<file path="config.mk">
export PLATFORM = sky130hd
export DESIGN_NAME = draw_scheduler_flat
export DESIGN_NICKNAME = d
export VERILOG_FILES = /design/src/rtl/draw_pkg.sv /design/src/rtl/draw_scheduler_if.sv /design/src/rtl/draw_cmd_fifo.sv /design/src/rtl/draw_scheduler.sv /design/src/flat_wrapper.sv
export SDC_FILE = /design/constraint.sdc
export NUM_CORES = 1
export LEC_CHECK = 0
export ABC_AREA = 1
export BUFFER_PORTS_ARGS = -buffer_cell sky130_fd_sc_hd__buf_4
export CAP_MARGIN = 20
export CORE_MARGIN = 2
export CORE_UTILIZATION = 35
export DETAILED_ROUTE_END_ITERATION = 8
export HOLD_SLACK_MARGIN = 0.03
export PLACE_DENSITY_LB_ADDON = 0.15
export SLEW_MARGIN = 20
export SYNTH_ARGS = -nofsm -noshare
export SYNTH_HDL_FRONTEND = slang
export SYNTH_SLANG_ARGS = --single-unit
</file>
<file path="constraint.sdc">
create_clock -name clk -period 3.5 [get_ports clk]
set_input_delay 0.525 -clock clk [delete_from_list [all_inputs] [get_ports clk]]
set_output_delay 0.525 -clock clk [all_outputs]
set_load 0.03 [all_outputs]
</file>
<file path="src/rtl/draw_pkg.sv">
// Shared types for the draw command scheduler: opcodes, FSM encodings and the queued command record.
package draw_pkg;

  typedef enum logic {
    OP_FILL     = 1'b0,
    OP_REULEAUX = 1'b1
  } draw_op_t;

  typedef enum logic [1:0] {
    IDLE  = 2'd0,
    LOAD  = 2'd1,
    RUN   = 2'd2,
    DRAIN = 2'd3
  } sched_state_t;

  // Plain constants for the state register, matching sched_state_t encodings
  localparam logic [1:0] ST_IDLE  = 2'd0;
  localparam logic [1:0] ST_LOAD  = 2'd1;
  localparam logic [1:0] ST_RUN   = 2'd2;
  localparam logic [1:0] ST_DRAIN = 2'd3;

  typedef struct packed {
    draw_op_t    op;
    logic [2:0]  colour;
    logic [7:0]  cx;
    logic [6:0]  cy;
    logic [7:0]  diam;
  } draw_cmd_t;

  localparam int SCREEN_W = 160;
  localparam int SCREEN_H = 120;

endpackage

</file>
<file path="src/rtl/draw_scheduler_if.sv">
// Command bus from the switch/key decode into the draw scheduler (valid/ready handshake).
interface draw_scheduler_if;
  import draw_pkg::*;

  logic       cmd_valid;
  logic       cmd_ready;
  logic       cmd_op;
  logic [2:0] cmd_colour;
  logic [7:0] cmd_cx;
  logic [6:0] cmd_cy;
  logic [7:0] cmd_diam;

  modport master (
    output cmd_valid, cmd_op, cmd_colour, cmd_cx, cmd_cy, cmd_diam,
    input  cmd_ready
  );

  modport slave (
    input  cmd_valid, cmd_op, cmd_colour, cmd_cx, cmd_cy, cmd_diam,
    output cmd_ready
  );

endinterface

</file>
<file path="src/rtl/draw_cmd_fifo.sv">
// Command queue: RAM array with registered read, push/pop/flush, flush has priority over both.
module draw_cmd_fifo
  import draw_pkg::*;
#(
  parameter int DEPTH = 4
) (
  input  logic                       clk,
  input  logic                       rst_n,
  input  logic                       push,
  input  logic                       pop,
  input  logic                       flush,
  input  draw_cmd_t                  wr_data,
  output draw_cmd_t                  rd_data,
  output logic                       full,
  output logic                       empty,
  output logic [$clog2(DEPTH):0]     count
);

  localparam int AW = $clog2(DEPTH);
  localparam logic [AW:0] DEPTH_C = (AW + 1)'(DEPTH);

  draw_cmd_t         mem [DEPTH];
  draw_cmd_t         rd_data_reg;
  logic [AW-1:0]     wr_ptr_reg, rd_ptr_reg;
  logic [AW:0]       count_reg, count_next;
  logic              push_ok, pop_ok;

  assign full    = (count_reg == DEPTH_C);
  assign empty   = (count_reg == '0);
  assign count   = count_reg;
  assign rd_data = rd_data_reg;

  assign push_ok = push && !full && !flush;
  assign pop_ok  = pop && !empty && !flush;

  always_comb begin
    count_next = count_reg;
    if (flush)
      count_next = '0;
    else if (push_ok && !pop_ok)
      count_next = count_reg + 1'b1;
    else if (pop_ok && !push_ok)
      count_next = count_reg - 1'b1;
  end

  always_ff @(posedge clk or negedge rst_n) begin
    if (!rst_n) begin
      wr_ptr_reg <= '0;
      rd_ptr_reg <= '0;
      count_reg  <= '0;
    end else begin
      count_reg <= count_next;
      if (push_ok)
        wr_ptr_reg <= wr_ptr_reg + 1'b1;
      // Pointer wrap is free because DEPTH is a power of two
      if (flush)
        rd_ptr_reg <= wr_ptr_reg;
      else if (pop_ok)
        rd_ptr_reg <= rd_ptr_reg + 1'b1;
    end
  end

  always_ff @(posedge clk) begin
    if (push_ok)
      mem[wr_ptr_reg] <= wr_data;
    if (pop_ok)
      rd_data_reg <= mem[rd_ptr_reg];
  end

endmodule

</file>
<file path="src/rtl/draw_scheduler.sv">
// Queues FILL/REULEAUX commands, runs them one at a time on the engines and owns the VGA plot port.
// Optional DRAW_SCHED_CLIP_EN: suppress plots that fall outside X_MAX x Y_MAX.
module draw_scheduler
  import draw_pkg::*;
#(
  parameter int FIFO_DEPTH = 4,
  parameter int X_MAX      = SCREEN_W,
  parameter int Y_MAX      = SCREEN_H
) (
  input  logic                          clk,
  input  logic                          rst_n,
  draw_scheduler_if.slave               cmd,
  input  logic                          flush,
  output logic                          busy,
  output logic [$clog2(FIFO_DEPTH):0]   q_count,

  output logic                          fill_start,
  output logic [2:0]                    fill_colour,
  input  logic                          fill_done,
  input  logic [7:0]                    fill_x,
  input  logic [6:0]                    fill_y,
  input  logic [2:0]                    fill_col,
  input  logic                          fill_plot,

  output logic                          reu_start,
  output logic [2:0]                    reu_colour,
  output logic [7:0]                    reu_cx,
  output logic [6:0]                    reu_cy,
  output logic [7:0]                    reu_diam,
  input  logic                          reu_done,
  input  logic [7:0]                    reu_x,
  input  logic [6:0]                    reu_y,
  input  logic [2:0]                    reu_col,
  input  logic                          reu_plot,

  output logic [7:0]                    vga_x,
  output logic [6:0]                    vga_y,
  output logic [2:0]                    vga_colour,
  output logic                          vga_plot
);

`ifdef DRAW_SCHED_CLIP_EN
  localparam bit CLIP_EN = 1'b1;
`else
  localparam bit CLIP_EN = 1'b0;
`endif

  localparam logic [8:0] X_LIM = 9'(X_MAX);
  localparam logic [7:0] Y_LIM = 8'(Y_MAX);

  draw_cmd_t   wr_cmd, fifo_rd;
  logic        fifo_full, fifo_empty, pop;

  logic [1:0]  state_reg, state_next;
  draw_op_t    op_reg;
  logic [2:0]  colour_reg;
  logic [7:0]  cx_reg;
  logic [6:0]  cy_reg;
  logic [7:0]  diam_reg;
  logic        armed_reg;
  logic        sel_done, load_done;

  assign wr_cmd.op     = draw_op_t'(cmd.cmd_op);
  assign wr_cmd.colour = cmd.cmd_colour;
  assign wr_cmd.cx     = cmd.cmd_cx;
  assign wr_cmd.cy     = cmd.cmd_cy;
  assign wr_cmd.diam   = cmd.cmd_diam;

  assign cmd.cmd_ready = !fifo_full;
  assign pop = (state_reg == ST_IDLE) && !fifo_empty && !flush;

  draw_cmd_fifo #(
    .DEPTH (FIFO_DEPTH)
  ) u_fifo (
    .clk     (clk),
    .rst_n   (rst_n),
    .push    (cmd.cmd_valid),
    .pop     (pop),
    .flush   (flush),
    .wr_data (wr_cmd),
    .rd_data (fifo_rd),
    .full    (fifo_full),
    .empty   (fifo_empty),
    .count   (q_count)
  );

  assign sel_done  = (op_reg == OP_REULEAUX) ? reu_done : fill_done;
  assign load_done = (fifo_rd.op == OP_REULEAUX) ? reu_done : fill_done;

  always_comb begin
    state_next = state_reg;
    case (state_reg)
      ST_IDLE:  if (pop) state_next = ST_LOAD;
      ST_LOAD:  state_next = ST_RUN;
      ST_RUN:   if (armed_reg && sel_done) state_next = ST_DRAIN;
      ST_DRAIN: if (!sel_done) state_next = ST_IDLE;
      default:  state_next = ST_IDLE;
    endcase
  end

  // A done that is already high when RUN begins must drop before it counts as completion
  always_ff @(posedge clk or negedge rst_n) begin
    if (!rst_n) begin
      state_reg  <= ST_IDLE;
      op_reg     <= OP_FILL;
      colour_reg <= '0;
      cx_reg     <= '0;
      cy_reg     <= '0;
      diam_reg   <= '0;
      armed_reg  <= 1'b0;
    end else begin
      state_reg <= state_next;
      if (state_reg == ST_LOAD) begin
        op_reg     <= fifo_rd.op;
        colour_reg <= fifo_rd.colour;
        cx_reg     <= fifo_rd.cx;
        cy_reg     <= fifo_rd.cy;
        diam_reg   <= fifo_rd.diam;
        armed_reg  <= !load_done;
      end else if ((state_reg == ST_RUN) && !sel_done) begin
        armed_reg <= 1'b1;
      end
    end
  end

  assign fill_start  = (state_reg == ST_RUN) && (op_reg == OP_FILL);
  assign reu_start   = (state_reg == ST_RUN) && (op_reg == OP_REULEAUX);
  assign fill_colour = colour_reg;
  assign reu_colour  = colour_reg;
  assign reu_cx      = cx_reg;
  assign reu_cy      = cy_reg;
  assign reu_diam    = diam_reg;

  assign busy = (state_reg != ST_IDLE) || (q_count != '0);

  always_comb begin
    vga_x      = '0;
    vga_y      = '0;
    vga_colour = '0;
    vga_plot   = 1'b0;
    if (state_reg == ST_RUN) begin
      if (op_reg == OP_REULEAUX) begin
        vga_x      = reu_x;
        vga_y      = reu_y;
        vga_colour = reu_col;
        vga_plot   = reu_plot;
      end else begin
        vga_x      = fill_x;
        vga_y      = fill_y;
        vga_colour = fill_col;
        vga_plot   = fill_plot;
      end
      if (CLIP_EN && (({1'b0, vga_x} >= X_LIM) || ({1'b0, vga_y} >= Y_LIM)))
        vga_plot = 1'b0;
    end
  end

endmodule

</file>
<file path="src/flat_wrapper.sv">
// flat-port wrapper written by rule: the top's interface ports become plain ports
module draw_scheduler_flat import draw_pkg::*;
#(
  parameter int FIFO_DEPTH = 4,
  parameter int X_MAX      = SCREEN_W,
  parameter int Y_MAX      = SCREEN_H
)
  (clk, rst_n, flush, busy, q_count, fill_start, fill_colour, fill_done, fill_x, fill_y, fill_col, fill_plot, reu_start, reu_colour, reu_cx, reu_cy, reu_diam, reu_done, reu_x, reu_y, reu_col, reu_plot, vga_x, vga_y, vga_colour, vga_plot, cmd_cmd_valid, cmd_cmd_op, cmd_cmd_colour, cmd_cmd_cx, cmd_cmd_cy, cmd_cmd_diam, cmd_cmd_ready);
  draw_scheduler_if cmd_i ();
  input  logic clk;
  input  logic rst_n;
  input  logic flush;
  output logic busy;
  output logic [$clog2(FIFO_DEPTH):0] q_count;
  output logic fill_start;
  output logic [2:0] fill_colour;
  input  logic fill_done;
  input  logic [7:0] fill_x;
  input  logic [6:0] fill_y;
  input  logic [2:0] fill_col;
  input  logic fill_plot;
  output logic reu_start;
  output logic [2:0] reu_colour;
  output logic [7:0] reu_cx;
  output logic [6:0] reu_cy;
  output logic [7:0] reu_diam;
  input  logic reu_done;
  input  logic [7:0] reu_x;
  input  logic [6:0] reu_y;
  input  logic [2:0] reu_col;
  input  logic reu_plot;
  output logic [7:0] vga_x;
  output logic [6:0] vga_y;
  output logic [2:0] vga_colour;
  output logic vga_plot;
  input wire logic [$bits(cmd_i.cmd_valid)-1:0] cmd_cmd_valid;
  input wire logic [$bits(cmd_i.cmd_op)-1:0] cmd_cmd_op;
  input wire logic [$bits(cmd_i.cmd_colour)-1:0] cmd_cmd_colour;
  input wire logic [$bits(cmd_i.cmd_cx)-1:0] cmd_cmd_cx;
  input wire logic [$bits(cmd_i.cmd_cy)-1:0] cmd_cmd_cy;
  input wire logic [$bits(cmd_i.cmd_diam)-1:0] cmd_cmd_diam;
  output wire logic [$bits(cmd_i.cmd_ready)-1:0] cmd_cmd_ready;
  assign cmd_i.cmd_valid = cmd_cmd_valid;
  assign cmd_i.cmd_op = cmd_cmd_op;
  assign cmd_i.cmd_colour = cmd_cmd_colour;
  assign cmd_i.cmd_cx = cmd_cmd_cx;
  assign cmd_i.cmd_cy = cmd_cmd_cy;
  assign cmd_i.cmd_diam = cmd_cmd_diam;
  assign cmd_cmd_ready = cmd_i.cmd_ready;
  draw_scheduler #(.FIFO_DEPTH(FIFO_DEPTH), .X_MAX(X_MAX), .Y_MAX(Y_MAX)) u_core (.clk(clk), .rst_n(rst_n), .cmd(cmd_i), .flush(flush), .busy(busy), .q_count(q_count), .fill_start(fill_start), .fill_colour(fill_colour), .fill_done(fill_done), .fill_x(fill_x), .fill_y(fill_y), .fill_col(fill_col), .fill_plot(fill_plot), .reu_start(reu_start), .reu_colour(reu_colour), .reu_cx(reu_cx), .reu_cy(reu_cy), .reu_diam(reu_diam), .reu_done(reu_done), .reu_x(reu_x), .reu_y(reu_y), .reu_col(reu_col), .reu_plot(reu_plot), .vga_x(vga_x), .vga_y(vga_y), .vga_colour(vga_colour), .vga_plot(vga_plot));
endmodule
</file>
# Word level (Yosys, flattened, before mapping)
# Memory sizes are Yosys's and may differ from the RTL's. A register that Yosys moved wholly into a read port is not among the register bits.
# Cells that the tools add are included.
[op_classes]
bitwise = 1
n_mux = 23
n_addsub = 4
n_reduce_logical = 28
n_eq_ne = 7
[op_table]
columns = ["operator", "n"]
rows = [
  ["2-to-1 mux 8 bit", 2],
  ["2-to-1 mux 3 bit", 5],
  ["2-to-1 mux 7 bit", 2],
  ["logical AND 1 bit", 12],
  ["2-to-1 mux 2 bit", 5],
  ["2-to-1 mux 1 bit", 8],
  ["case mux 2 bit (4 select lines)", 1],
  ["zero test 1 bit", 7],
  ["nonzero test 2 bit", 3],
  ["nonzero test 3 bit", 2],
  ["adder 2 x 1 -> 2 bit, second input constant", 2],
  ["equality test 2 bit, second input constant", 2],
  ["!= test 2 bit, second input constant", 2],
  ["adder 3 x 1 -> 3 bit, second input constant", 1],
  ["equality test 3 bit, second input constant", 1],
  ["zero test 3 bit", 1],
  ["AND reduction 3 bit", 1],
  ["subtractor 3 x 1 -> 3 bit, second input constant", 1],
  ["equality test 2 x 1 -> 1 bit, second input constant", 1],
  ["zero test 2 bit", 1],
  ["!= test 2 x 1 -> 1 bit, second input constant", 1],
  ["logical OR 1 bit", 1],
  ["inverter 1 bit", 1],
]
[word_totals]
ff_bits = 37
wordCells = 74
memories = 1
ramBits = 108
output_inout_bits = 55
[memory_table]
columns = ["name", "words", "width", "read_ports", "rd_clocked_by_memory_dff", "write_ports", "line", "rtl"]
rows = [
  ["u_core.u_fifo.mem", 4, 27, 1, 1, 1, "draw_cmd_fifo.sv:22", "draw_cmd_t mem [DEPTH];"],
]

# Depth between registers and ports, before layout
[logic_depth]
depth_word = 10
depth_mapped = 14
mapped_depth_nobuf = 14

# Hierarchy
# A second synthesis with hierarchy kept.
[unflattened]
hier_cells = 538
hier_area_um2 = 6849.1
[modules_own_cells]
columns = ["mod", "n_inst", "area_each_um2", "cells_per_inst"]
rows = [
  ["draw_cmd_fifo", 1, 5286.3, 356],
  ["draw_scheduler", 1, 1562.7, 182],
]

# Least setup slack after synthesis
# No wires, ideal clock.
[synth_path]
kind = "register to register"
start = "register u_core.u_fifo.count_reg[0] (netlist: u_core.u_fifo.count[0])"
end = "memory u_core.u_fifo.mem[0][0] (netlist bit) (enable)"
t_arrival_ns = 2.298
path_slack_ns = 0.791
t_required_ns = 3.089
stages_incl_launch_ff = 5
path_cell_list = "dfrtp_1 > nor2_2 > nand2_1 > nand3_1 > nor2_1"
[synth_between]
elab_chain_cells = 6
[synth_lines]
columns = ["item", "line", "rtl"]
rows = [
  ["start, declared", "draw_cmd_fifo.sv:25", "logic [AW:0] count_reg, count_next;"],
  ["start signal, assigned", "draw_cmd_fifo.sv:52", "count_reg <= count_next;"],
  ["equality test 3 bit", "draw_cmd_fifo.sv:28", "assign full = (count_reg == DEPTH_C);"],
  ["zero test 1 bit", "-", ""],
  ["named net cmd_cmd_ready", "flat_wrapper.sv:42", "output wire logic [$bits(cmd_i.cmd_ready)-1:0] cmd_cmd_ready;"],
  ["logical AND 1 bit (2 in a row)", "draw_cmd_fifo.sv:33", "assign push_ok = push && !full && !flush;"],
  ["2-to-1 mux 1 bit", "draw_cmd_fifo.sv:64", "if (push_ok)"],
  ["2-to-1 mux 1 bit (implied by the code)", "draw_cmd_fifo.sv:65", "mem[wr_ptr_reg] <= wr_data;"],
  ["end, declared", "draw_cmd_fifo.sv:22", ""],
]
# The timed path passes the listed nets, and every way through them passes these cells.

# Worst setup path after layout
[layout_path]
start = "register u_core.state_reg[0]"
end = "output port vga_y[0]"
[layout_between]
elab_chain_cells = 2
[layout_lines]
columns = ["item", "line", "rtl"]
rows = [
  ["start, declared", "draw_scheduler.sv:54", "logic [1:0] state_reg, state_next;"],
  ["start signal, assigned", "draw_scheduler.sv:112", "state_reg <= state_next;"],
  ["equality test 2 bit", "draw_scheduler.sv:141", "if (state_reg == ST_RUN) begin"],
  ["2-to-1 mux 7 bit", "draw_scheduler.sv:141", ""],
  ["end, declared", "flat_wrapper.sv:33", "output logic [6:0] vga_y;"],
]
# No other way between the ends.

==> results.py <==
metrics = {
    "synth": {
        "seq_area_frac_synth_pct": 73.5,
        "post-synth-top-area-fraction_pct": 59.9,
        "synth.area.top_cells": "edfxtp_1 60%, dfrtp_1 14%, mux2_2 4.5%, o21ai_0 3.8%, nor2_1 3.6%",
        "syn_area_um2": 6770,
        "synth_top_family_by_area": "compound AO/OA/AOI/OAI gates",
        "syn_inst": 478,
        "synth_compound_gate_area_share_pct": 9.83,
        "synth_xor_area_share_pct": 0.259,
        "yosys.area_share.simple_pct": 6.36,
        "syn_area_per_cell_um2": 14.2,
        "muxShareOfSynthArea_pct": 4.49,
        "syn-num-nets": 559,
        "ys_types": 29,
        "synth_area_leader_cell": "edfxtp_1",
        "synth_seq_cells": 172,
        "synthAdderAreaFrac_pct": 1.96,
        "synth_warnings": 0,
    },
    "finish": {
        "layout_common_cells": "135 x edfxtp_1, 133 x buf_4, 61 x nor2_1, 51 x o21ai_0, 36 x dfrtp_1",
        "seq_area_um2": 4980,
        "syn2layout_area_growth_pct": 28.1,
        "nFillCells": 1714,
        "antenna_cells": 0,
        "multiInputGateArea_um2": 1580,
        "final_common_cell": "edfxtp_1",
        "stdcell_count": 876,
        "final_nets": 684,
        "drive_above_1_share_pct": 33.9,
        "largest_reg_flops": 108,
    },
    "worst_setup_path": {
        "required_ns": 2.97,
        "critPathMaxFanout": 20,
        "cp-start-kind": "flop",
        "worstSetupEndpointType": "output port",
        "r2r-end": "u_core.u_fifo.count[2]",
        "regToRegSetupSlack_ns": 1.26,
        "worstRegToRegCells": 14,
        "crit_type": "flop to output port",
        "reg2reg_from": "u_core.state_reg[1]",
        "critPathArrivalTime_ns": 2.09,
    },
    "sta": {
        "setup_viol": 0,
        "min_period_ns": 2.61,
        "skew_ns": 0.00745,
        "setup_tns_ns": 0,
        "relSlewSlack_pct": 34.2,
        "drv_slew": 0,
        "rsz0062_at_grt": "no",
        "period_share_pct": 74.7,
        "final_hold_viol_count": 0,
        "worst_pin_slew_ns": 0.986,
        "max_freq_mhz": 382,
    },
    "route": {
        "drc": 0,
        "wl_per_cell_um": 16.8,
        "via_per_inst": 4.78,
        "ant_nets": 0,
        "firstDrtPassIters": 5,
        "drt-initial-drc-count": 210,
        "routed_wl_um": 14700,
        "vias": 4187,
    },
    "die": {
        "io_pins": 126,
        "rows": 50,
        "start_util_pct": 36.0,
        "die_area_um2": 20500,
        "die_w_um": 143,
        "core_um2": 18800,
        "die_h_um": 143,
    },
    "cts": {
        "post-cts-setup-buffers": 0,
        "cts_resized": 0,
        "cts_tree": "built",
        "cts.htree.levels": 4,
        "cts_hold_buf": 0,
        "cts_num_sinks": 172,
        "clockBufferDepth": 2,
        "cts_root_buf": "clkbuf_16",
        "clk_latency_ns": 0.43,
        "numCtsBuffers": 17,
        "path_clk_slew_ns": 0.06,
    },
    "global_route": {
        "antenna_found_initial": 0,
        "grt_max_degree": 57,
        "grt_pass1_vias": 4228,
        "overflow": 0,
        "grt.total_usage_pct": 14.9,
        "grt_pass1_wl_um": 22500,
    },
    "placed_design": {
        "place.gp.congestion": 0.731,
        "dp.cells": 844,
        "post-dp-hpwl_um": 8650,
        "port_buffers": 125,
    },
    "power": {
        "p_leak_nw": 3.36,
        "vdd_drop_max_mv": 0.440,
        "powerDensity_nw_per_um2": 913,
    },
    "outcome": {
        "outcome": "finished, final reports clean",
    },
    "job": {
        "max_cap_viol_count": 0,
    },
    "worst_hold_path": {
        "hold_class": "primary input to asynchronous set/reset pin",
    },
}
==> layout make-up <==
| class | count | area share [%] |
|---|---|---|
| Clock inverter | 14 | 3.04 |
| Clock buffer | 18 | 4.95 |
| Multi-Input combinational cell | 254 | 18.2 |
| Tap cell | 260 | 3.75 |
| Timing Repair Buffer | 133 | 11.5 |
| Inverter | 25 | 1.11 |
| Sequential cell | 172 | 57.4 |
==> how the worst max path moves through the flow <==
stage / from / end / slack (ns) / depth (start not counted)
finish: u_core.state_reg[0] / vga_y[0] / 0.89 / 6
global route: u_core.state_reg[0] / vga_plot / 0.73 / 6
CTS: u_core.state_reg[0] / vga_y[0] / 0.84 / 6
detailed placement: u_core.state_reg[0] / vga_x[2] / 1.31 / 6
global placement: u_core.state_reg[1] / u_core.u_fifo.count[2] / 1.37 / 14
floorplan: u_core.u_fifo.count[0] / u_core.u_fifo.mem[0][0] / 0.79 / 4
==> power breakdown <==
part           switching, mW  internal, mW  total, mW  leakage [nW]
Sequential             0.192          2.74       2.93          1.66
Clock                  0.786          1.42       2.20         0.339
Combinational           1.76          1.03       2.79          1.35
==> kinds of logic after synthesis <==
logic type               Yosys count
flip-flops                       172
AO/OA/AOI/OAI                    109
AND/OR/NAND/NOR                  106
buffers and inverters             52
multiplexers                      27
adder cells (fa/ha/maj)           10
XOR/XNOR                           2
==> synth_stat cells <==
cell	number
a21oi_2	2
a22o_1	19
buf_1	1
buf_2	8
buf_4	9
clkbuf_1	8
clkbuf_2	1
dfrtp_1	37
edfxtp_1	135
fa_1	1
ha_1	9
inv_1	22
inv_2	2
inv_4	1
mux2_2	27
nand2_1	26
nand2_2	4
nand2_4	1
nand3_1	8
nor2_1	65
nor2_2	1
o211ai_1	2
o21ai_0	51
o21ai_1	7
o22ai_1	27
o31ai_1	1
or2_2	1
xnor2_1	1
xor2_1	1
==> routing by layer <==
layer	track usage (%)	vias to the layer above	share of wire, %
li1	-	1987	-
met1	17.5	2041	41
met2	25.9	141	50
met3	3.92	18	7.0
met4	5.94	0	1.5
met5	0	-	0
==> stage by stage <==
step / power, mW / setup WS (ns) / util, % / hold WS (ns) / cell area, µm²
detailed placement: 5.81 / 1.31 / 42.4 / 0.462 / 7980
finish: 7.92 / 0.885 / 46.1 / 0.0737 / 8680
floorplan: 4.87 / 0.791 / - / 0.229 / 6770
CTS: 8.02 / 0.840 / 46.1 / 0.0920 / 8680
global placement: 5.74 / 1.37 / 42.4 / 0.459 / 7980
global route: 8.36 / 0.729 / 46.1 / 0.111 / 8680
==> critical path: stages, from the launching register on <==
cell and delay (ns):
dfrtp_1 0.41, inv_1 0.12, ha_1 0.23, nand2_1 0.07, inv_1 0.43, a22o_1 0.24
buf_4 0.16
No activity file was read; power rests on OpenSTA's default activity.
